### src/rtl/md_sequencer.sv
// Multiply/divide sequencer: launches mult/div, waits out latency or div_end, commits Hi/Lo, reports done/errors.
// All outputs registered; md_start is ignored whenever md_busy is high.
module md_sequencer #(
    parameter int unsigned MULT_CYCLES = 33,
    parameter int unsigned DIV_TIMEOUT = 64
) (
    input  logic        clk,
    input  logic        reset,
    input  logic        md_start,
    input  logic [1:0]  md_op,
    input  logic [31:0] div_b_in,
    input  logic        div_end,
    output logic        mult_ctrl,
    output logic        div_ctrl,
    output logic        DIVASelect,
    output logic        DIVBSelect,
    output logic        MDSelect,
    output logic        HiCtrl,
    output logic        LoCtrl,
    output logic        md_busy,
    output logic        md_done,
    output logic        div_zero,
    output logic        md_err
);

    typedef enum logic [2:0] {
        S_IDLE,
        S_MRUN,
        S_DRUN,
        S_WB,
        S_DONE
    } state_t;

    localparam logic [1:0] OP_MULT = 2'b00;
    localparam logic [1:0] OP_ILL  = 2'b11;
    localparam logic [7:0] MULT_LAST = 8'(MULT_CYCLES - 1);
    localparam logic [7:0] DIV_LAST  = 8'(DIV_TIMEOUT - 1);

    state_t     state_q;
    logic [7:0] cnt_q;
    logic [1:0] op_q;

    always_ff @(posedge clk) begin
        if (!reset) begin
            state_q    <= S_IDLE;
            cnt_q      <= 8'd0;
            op_q       <= 2'b00;
            mult_ctrl  <= 1'b0;
            div_ctrl   <= 1'b0;
            DIVASelect <= 1'b0;
            DIVBSelect <= 1'b0;
            MDSelect   <= 1'b0;
            HiCtrl     <= 1'b0;
            LoCtrl     <= 1'b0;
            md_busy    <= 1'b0;
            md_done    <= 1'b0;
            div_zero   <= 1'b0;
            md_err     <= 1'b0;
        end else begin
            // Single-cycle strobes default low; level outputs are set on state transitions.
            mult_ctrl <= 1'b0;
            div_ctrl  <= 1'b0;
            MDSelect  <= 1'b0;
            HiCtrl    <= 1'b0;
            LoCtrl    <= 1'b0;
            md_done   <= 1'b0;
            div_zero  <= 1'b0;
            md_err    <= 1'b0;

            case (state_q)
                S_IDLE: begin
                    if (md_start) begin
                        op_q    <= md_op;
                        cnt_q   <= 8'd0;
                        md_busy <= 1'b1;
                        if (md_op == OP_MULT) begin
                            state_q   <= S_MRUN;
                            mult_ctrl <= 1'b1;
                        end else if (md_op == OP_ILL) begin
                            state_q <= S_DONE;
                            md_done <= 1'b1;
                            md_err  <= 1'b1;
                        end else if (div_b_in != 32'd0) begin
                            state_q    <= S_DRUN;
                            div_ctrl   <= 1'b1;
                            DIVASelect <= md_op[1];
                            DIVBSelect <= md_op[1];
                        end else begin
                            state_q  <= S_DONE;
                            md_done  <= 1'b1;
                            div_zero <= 1'b1;
                        end
                    end
                end

                S_MRUN: begin
                    if (cnt_q == MULT_LAST) begin
                        state_q  <= S_WB;
                        HiCtrl   <= 1'b1;
                        LoCtrl   <= 1'b1;
                        MDSelect <= (op_q == OP_MULT);
                    end else begin
                        cnt_q <= cnt_q + 8'd1;
                    end
                end

                S_DRUN: begin
                    // cnt_q==0 is the div_ctrl cycle: div_end may still reflect the previous divide.
                    if ((cnt_q != 8'd0) && div_end) begin
                        state_q  <= S_WB;
                        HiCtrl   <= 1'b1;
                        LoCtrl   <= 1'b1;
                        MDSelect <= (op_q == OP_MULT);
                    end else if (cnt_q == DIV_LAST) begin
                        state_q    <= S_DONE;
                        md_done    <= 1'b1;
                        md_err     <= 1'b1;
                        DIVASelect <= 1'b0;
                        DIVBSelect <= 1'b0;
                    end else begin
                        cnt_q <= cnt_q + 8'd1;
                    end
                end

                S_WB: begin
                    state_q    <= S_DONE;
                    md_done    <= 1'b1;
                    DIVASelect <= 1'b0;
                    DIVBSelect <= 1'b0;
                end

                S_DONE: begin
                    state_q <= S_IDLE;
                    md_busy <= 1'b0;
                end

                default: begin
                    state_q <= S_IDLE;
                    md_busy <= 1'b0;
                end
            endcase
        end
    end

endmodule

### config.mk
export PLATFORM = sky130hd
export DESIGN_NAME = md_sequencer
export DESIGN_NICKNAME = d
export VERILOG_FILES = /design/src/rtl/md_sequencer.sv
export SDC_FILE = /design/constraint.sdc
export NUM_CORES = 1
export LEC_CHECK = 0
export CORE_AREA = 2 2 53 65
export CTS_CLUSTER_SIZE = 8
export DETAILED_ROUTE_END_ITERATION = 8
export DIE_AREA = 0 0 55 67
export GPL_TIMING_DRIVEN = 0
export PLACE_DENSITY_LB_ADDON = 0.25
export SLEW_MARGIN = 5
export SYNTH_ARGS = -nofsm -noshare
export SYNTH_HDL_FRONTEND = slang
export SYNTH_SLANG_ARGS = --single-unit
### constraint.sdc
create_clock -name clk -period 6 [get_ports clk]
set_input_delay 1.2 -clock clk [delete_from_list [all_inputs] [get_ports clk]]
set_output_delay 1.2 -clock clk [all_outputs]
set_load 0.005 [all_outputs]
# Yosys cells after proc, flatten, opt, wreduce, memory -nomap -nowiden

Index checks and enable logic that the tools add are counted.

Register bits: 22
Bits in latches: 0
Bits in writable memories: 0
Memory bits (read-only): 0
Input port bits: 38
Logic and storage cells: 90
Memories: 0

Add/sub/neg operators: 1
Multiply operators: 0
Div/mod/pow operators: 0
Order comparisons: 0
Eq/ne operators: 16
Shift-type cells: 0
Mux-type cells: 41
Bitwise operators: 4
Reduce and logical (&&, ||, !) cells: 16

Operators with widths:

| cell                                           | number |
|---|---|
| 2-to-1 mux 8 bit                               | 4 |
| nonzero test 32 bit                            | 1 |
| case mux 8 bit (3 select lines)                | 1 |
| 2-to-1 mux 1 bit                               | 22 |
| 2-to-1 mux 3 bit                               | 7 |
| != test 2 bit (second input constant)          | 9 |
| == test 8 x 6 -> 1 bit (second input constant) | 2 |
| case mux 3 bit (4 select lines)                | 1 |
| adder 8 x 1 -> 8 bit (second input constant)   | 1 |
| case mux 1 bit (2 select lines)                | 4 |
| nonzero test 8 bit                             | 1 |
| AND reduction 7 bit                            | 1 |
| == test 3 x 2 -> 1 bit (second input constant) | 2 |
| case mux 1 bit (3 select lines)                | 2 |
| AND reduction 3 bit                            | 2 |
| nonzero test 3 bit                             | 2 |
| AND reduction 5 bit                            | 1 |
| OR reduction 5 bit                             | 1 |
| zero test 2 bit                                | 2 |
| inverter 1 bit                                 | 4 |
| AND reduction 2 bit                            | 2 |
| == test 3 x 1 -> 1 bit (second input constant) | 1 |
| zero test 3 bit                                | 1 |
| != test 3 bit (second input constant)          | 1 |
| other kinds (3)                                | 3 |

# Logic depth before layout (Yosys ltp)

Gate-level depths: netlist of run 1.

Depth in word-level cells: 6
Mapped depth: 8
Gate-level depth less buffers: 7

# Worst setup path after synthesis of run 1

Ideal clock, no wire load.

Kind: input to register
From: in md_start
To: reg cnt_q[2]
Library setup time: 116 ps
Arrival: 2572 ps
Slack: 3311 ps
Cell stages on the path: 5
Buffers on the path: 1
Cell sequence: nor4b_1 -> nand2b_1 -> buf_1 -> nor2_1 -> a31o_2

Longest elaborated chain between the ends: 2

RTL lines:

| element                       | line | text |
|---|---|---|
| from (decl)                   | 9    | `input logic md_start,` |
| != test 2 bit (no line)       | --   |  |
| AND reduction 5 bit (no line) | --   |  |
| to (signal assigned)          | 103  | `cnt_q <= cnt_q + 8'd1;` |
| to (signal assigned)          | 121  | `cnt_q <= cnt_q + 8'd1;` |
| to (decl)                     | 40   | `logic [7:0] cnt_q;` |

No other way between the ends.
A chain may end at the register's enable or synchronous reset.

# Final worst setup path of run 1

Same ends and word-level chain as after synthesis.

==> results of run 1 <==
[power groups by stage]
| stage | logic (W) | clock network (W) | registers, W |
|---|---|---|---|
| 2_1_floorplan | 0.0000926 | 0 | 0.000168 |
| 3_3_place_gp | 0.000146 | 0 | 0.000168 |
| 3_5_place_dp | 0.000149 | 0 | 0.000169 |
| 4_1_cts | 0.000150 | 0.0000830 | 0.000166 |
| 5_1_grt | 0.000165 | 0.0000869 | 0.000167 |
| 6_report | 0.000151 | 0.0000814 | 0.000166 |
[area by class of cell]
cell class              count  area [um2]  area share, %
plain buffers              10       53.80          3.111
clock buffers               4       36.28          2.098
inverters                   5       18.77          1.085
multi-input cells         104       674.4          39.00
flip-flops and latches     22       440.4          25.47
well taps                  36       45.04          2.605
repair buffers             46       460.4          26.63
[cell usage in the layout, fill, tap and decap left out, drive strengths merged, types with 2 or more instances in the layout]
cell	count
inv	5
ha	2
nor4b	2
mux2i	3
a21oi	10
o311ai	2
nand3	4
or4	3
nand4	3
a32o	3
clkdlybuf4s50	46
nor2b	5
clkbuf	10
dfxtp	22
o31a	2
o31ai	4
o21ai	3
nand2	13
or2	2
buf	4
nor4	12
nor3	3
nand2b	3
or3	2
nor2	9
[per-layer routing]
metal  up-vias  GRT usage [%]  share of wire, %
met3         4          4.036               6.1
met2        52          37.65                55
met4         0          6.402              0.90
li1        633              -                 -
met5         -              0                 0
met1       605          21.15                38
[per-stage QoR]
stage | power, W | setup WS (ns)
3_5_place_dp | 0.0003175 | 2.454
4_1_cts | 0.0003993 | 2.775
5_1_grt | 0.0004197 | 2.578
3_3_place_gp | 0.0003143 | 2.420
2_1_floorplan | 0.0002606 | 3.311
6_report | 0.0003978 | 2.739
[kinds of logic (layout without fill, tap and decap cells)]
kind of cell               after synthesis  count (layout)  share of synthesized area [%]
DFF                                     22              22                          37.09
muxes                                    3               3                          2.529
and+or+nand+nor                         65              65                          30.77
AOI/OAI and AO/OA                       32              32                          19.81
xor gates and xnor gates                 1               1                         0.7378
adders and majority gates                3               3                          2.950
buffers and inverters                   15              65                          6.111
[path summary, 6_finish.rpt]
path | from | to
max | md_start | cnt_q[2]
max reg2reg | cnt_q[0] | cnt_q[6]
min reg2reg | op_q[1] | MDSelect
min | op_q[1] | MDSelect
[state kept, by name, summed over array words and instances (netlist names)]
name / count
md_err: 1
LoCtrl: 1
op_q: 2
div_ctrl: 1
div_zero: 1
cnt_q: 8
mult_ctrl: 1
MDSelect: 1
DIVBSelect: 1
md_done: 1
md_busy: 1
state_q: 3
[worst max-delay path, stage by stage]
cell	delay, ns
clkdlybuf4s50_1	0.51
nor4b_1	0.94
nand2b_1	0.20
buf_1	0.30
nor2_1	0.07
a31o_2	0.25
==> impl_metrics.csv, run 1 <==
group,metric,value,unit
finish,design_area,1729,um2
flow_run,max-cap-violations,0,
power,peakVddDrop,0.1727,mV
timing,setup_viol_count_final,0,
setup_path,critPathCaptureType,"flip-flop",
power,p_leak,0.6085,nW
synthesis,syn_area,1187,um2
routing,dr.first_iter.drc_count,52,
routing,antenna_violating_nets_post_route,0,
setup_path,worstPathRequired,6.21,ns
placed_design,dp_hpwl,2659,um
clock_tree,ctsHoldBuffers,0,
min_path,hold_path_depth,1,
run_status,outcome,"complete, no violations",
synthesis,ys_top_cells_by_area,"dfxtp_1 (37%), nor4_1 (6.3%), a21oi_1 (4.2%)",
timing,tightest_slew,1.152,ns
power,power.density,230.0,nW/um2
grt,grt-ovfl-total,0,
setup_path,r2r_cells,8,
synthesis,ys_ff_latch,22,
power,sw_frac_of_total,31.41,%
synthesis,synth_top_area_cell,"dfxtp_1",
routing,drcViolationCount,0,
timing,maxSlewViolCount,0,
timing,holdWs,0.4397,ns
timing,period_minus_slack,3.261,ns
synthesis,synth-edff-count,0,
floorplanning,dieArea,3685,um2
timing,fin_crit_sh,54.36,%
timing,timing.fmax,0.3066,GHz
synthesis,async_flop_share,0,%
grt,grt_pass1_vias,1297,
grt,grt_pass1_wl,5416,um
timing,report.final.hold_viol_count,0,
synthesis,yosysMostFrequentCell,"dfxtp_1",
setup_path,cp_max_fo,8,
floorplanning,dieHeight,67,um
placed_design,place_area,1693,um2
routing,drt-total-wl,3210,um
grt,grt_max_degree,13,
clock_tree,cts_resized,0,
finish,final_cells,227,
setup_path,rrSetupSlack,3.52,ns
floorplanning,top_level_ports,49,
routing,firstDrtPassIters,4,
routing,wl_per_cell,14.14,um
timing,finalSetupTns,0,ns
finish,nets,232,
synthesis,avgSynthCellArea,8.421,um2
finish,drive_gt1_share,6.806,%
synthesis,syn-instance-count,141,
floorplanning,initial_core_util,39.21,%
power,p_clk_share,20.5,%
synthesis,synth-seq-area-share,37.09,%
power,p_int,0.0002728,W
placed_design,io_buffers,46,
grt,antenna_found_initial,0,
placed_design,routabilityCongestion,0.8196,
power,power.switching,0.0001249,W
synthesis,synthTopCellsByCount,"dfxtp_1 (22), nand2_1 (13), nor4_1 (12)",
finish,area_growth,45.63,%
routing,via_count,1294,
clock_tree,cts_tree,"built",
timing,skew,0.009117,ns
floorplanning,die_x,55,um
finish,fillers,290,
synthesis,syn_nets,181,
min_path,hold_class,"reg -> reg",
timing,slew_headroom,22.10,%
synthesis,synth_flop_cell,"dfxtp_1",
clock_tree,cts.root.buffer_cell,"clkbuf_4",
floorplanning,fp-row-count,22,
power,sequentialPowerShare,41.7,%
setup_path,crit_type,"in -> reg",
finish,fin_util,57.11,%
synthesis,yosys.area.top_type_share,37.09,%
power,pwr-share-comb,37.9,%
floorplanning,core_region_area,3028,um2
clock_tree,clk_pin_slew_worst_paths,0.11,ns
clock_tree,numCtsBuffers,3,
timing,rsz0062_at_grt,"no",
placed_design,place_inst,223,
clock_tree,clockBufferDepth,2,
finish,antennaDiodeCount,0,
grt,grt_use_total,20.02,%
setup_path,cp.arrival,3.47,ns
setup_path,start_kind,"input port",
clock_tree,clk_latency,0.31,ns
synthesis,yosys_warnings,0,
synthesis,synth_cell_types,42,
clock_tree,cts.htree.levels,1,
clock_tree,clkSinkCount,22,
clock_tree,cts_setup_buffers,0,
routing,viasPerCell,5.700,
(Power assumes the default switching activity.)
==> inputs of run 2 (changes only) <==
Settings changed: CORE_AREA 2 2 53 65 to 2 2 55 67, DIE_AREA 0 0 55 67 to 0 0 57 69.
Clock period 6 ns to 2.89 ns, I/O delays scaled along.
==> run 2 against run 1 <==
Compared with the run above:
- die area is 6.7% higher
- combinational power is 110% higher
- power is 140% higher
- critical endpoint unchanged
==> impl_metrics.csv, run 2 (synthesis results as in run 1) <==
group,metric,value,unit
finish,final_cells,228,
finish,regMostFlops,"cnt_q",
floorplanning,fp-row-count,23,
clock_tree,clk_latency,0.27,ns
clock_tree,cts.root.buffer_cell,"clkbuf_8",
floorplanning,die_x,57,um
power,p_leak,0.6232,nW
setup_path,critPathCaptureType,"flip-flop",
clock_tree,numCtsBuffers,3,
timing,report.final.hold_viol_count,0,
routing,drt-total-wl,3100,um
routing,via_count,1285,
grt,grt-ovfl-total,0,
floorplanning,dieArea,3933,um2
clock_tree,cts.htree.levels,1,
grt,grt_pass1_vias,1270,
setup_path,cp_max_fo,8,
routing,dr.first_iter.drc_count,18,
finish,nets,232,
clock_tree,ctsHoldBuffers,0,
timing,skew,0.005262,ns
timing,layout_setup_ws,0.2261,ns
timing,finalSetupTns,0,ns
clock_tree,clkSinkCount,22,
min_path,hold_class,"reg -> reg",
placed_design,pre_cts_slack,-0.1028,ns
power,peakVddDrop,0.2973,mV
finish,design_area,1765,um2
timing,rsz0062_at_grt,"no",
placed_design,io_buffers,46,
setup_path,cp.arrival,2.83,ns
grt,grt_pass1_wl,5168,um
clock_tree,cts_tree,"built",
clock_tree,clk_pin_slew_worst_paths,0.08,ns
routing,firstDrtPassIters,4,
timing,fin_crit_sh,92.18,%
placed_design,dp_hpwl,2571,um
finish,drive_gt1_share,6.806,%
routing,drcViolationCount,0,
floorplanning,top_level_ports,49,
routing,viasPerCell,5.636,
placed_design,routabilityCongestion,0.7966,
grt,grt_use_total,16.32,%
clock_tree,clockBufferDepth,2,
floorplanning,core_region_area,3281,um2
finish,layout_commonest_cell,"clkdlybuf4s50_1",
finish,layout_common_cells,"clkdlybuf4s50_1 (46), dfxtp_1 (22), nand2_1 (13)",
finish,largest_reg_flops,8,
timing,maxSlewViolCount,0,
clock_tree,cts_resized,0,
placed_design,place_area,1694,um2
floorplanning,dieHeight,69,um
min_path,hold_path_depth,1,
routing,wl_per_cell,13.60,um
finish,layout_top_registers,"cnt_q: 8 flops, state_q: 3 flops, op_q: 2 flops",
finish,area_growth,48.68,%
timing,setup_viol_count_final,0,
clock_tree,cts_setup_buffers,0,
timing,timing.fmax,0.3754,GHz
grt,grt_max_degree,14,
setup_path,r2r_cells,8,
power,total_power,0.0009452,W
timing,tightest_slew,1.130,ns
timing,period_minus_slack,2.664,ns
setup_path,start_kind,"input port",
routing,antenna_violating_nets_post_route,0,
run_status,outcome,"complete, no violations",
flow_run,max-cap-violations,0,
finish,antennaDiodeCount,0,
floorplanning,initial_core_util,36.19,%
power,power.density,535.4,nW/um2
grt,antenna_found_initial,0,
timing,slew_headroom,23.59,%
placed_design,place_inst,224,
setup_path,worstPathRequired,3.06,ns
finish,fillers,318,
setup_path,crit_type,"in -> reg",
## run 2: changes by cell type in the layout (fill, tap and decap cells not counted)
| cell | change |
|---|---|
| bufinv_16 | +1 |
| clkbuf_8 | +2 |
| clkbuf_4 | -3 |
## run 2: final timing paths
path               to      from  slack (ns)
max          cnt_q[2]  md_start        0.23
min          MDSelect   op_q[1]        0.43
max reg2reg  cnt_q[6]  cnt_q[0]        0.38
min reg2reg  MDSelect   op_q[1]        0.43
## run 2: metal layers
| layer | GRT usage [%] | part of all wire (%) | up-vias |
|---|---|---|---|
| li1 | - | - | 630 |
| met1 | 16.94 | 38 | 596 |
| met2 | 30.14 | 53 | 52 |
| met3 | 3.189 | 6.5 | 7 |
| met4 | 8.010 | 1.9 | 0 |
| met5 | 0 | 0 | - |
## run 2: through the flow
step / util [%] / hold slack, ns
6_report: 53.81 / 0.4319
5_1_grt: 53.81 / 0.4531
4_1_cts: 53.81 / 0.4305
3_5_place_dp: 51.64 / 0.4168
3_3_place_gp: 51.64 / 0.4162
2_1_floorplan: - / 0.3992
## run 2: power breakdown
group / leakage, nW / switching, W / internal, W
sequential: 0.179 / 0.0000145 / 0.000329
clock: 0.0357 / 0.000105 / 0.000185
combinational: 0.409 / 0.000151 / 0.000161
total: 0.623 / 0.000270 / 0.000675
## run 2: final cells by class
cell class / instances / area (um2) / area share [%]
sequential: 22 / 440.4 / 24.95
buffer: 10 / 53.80 / 3.047
tap: 37 / 46.29 / 2.622
clock buffer: 3 / 41.29 / 2.339
clock inverter: 1 / 30.03 / 1.701
multi-input combinational: 104 / 674.4 / 38.20
inverter: 5 / 18.77 / 1.063
timing repair buffer: 46 / 460.4 / 26.08
## run 2: worst max-delay path, cell delays in order
cell	delay, ns
clkdlybuf4s50_1	0.51
nor4b_1	0.92
nand2b_1	0.20
buf_1	0.30
nor2_1	0.07
a31o_2	0.25
==> inputs of run 3 (changes only) <==
Settings changed: SKIP_LAST_GASP set to 1.
==> results of run 3 <==
No change in the layout: final DEF, timing and power equal those of run 2.
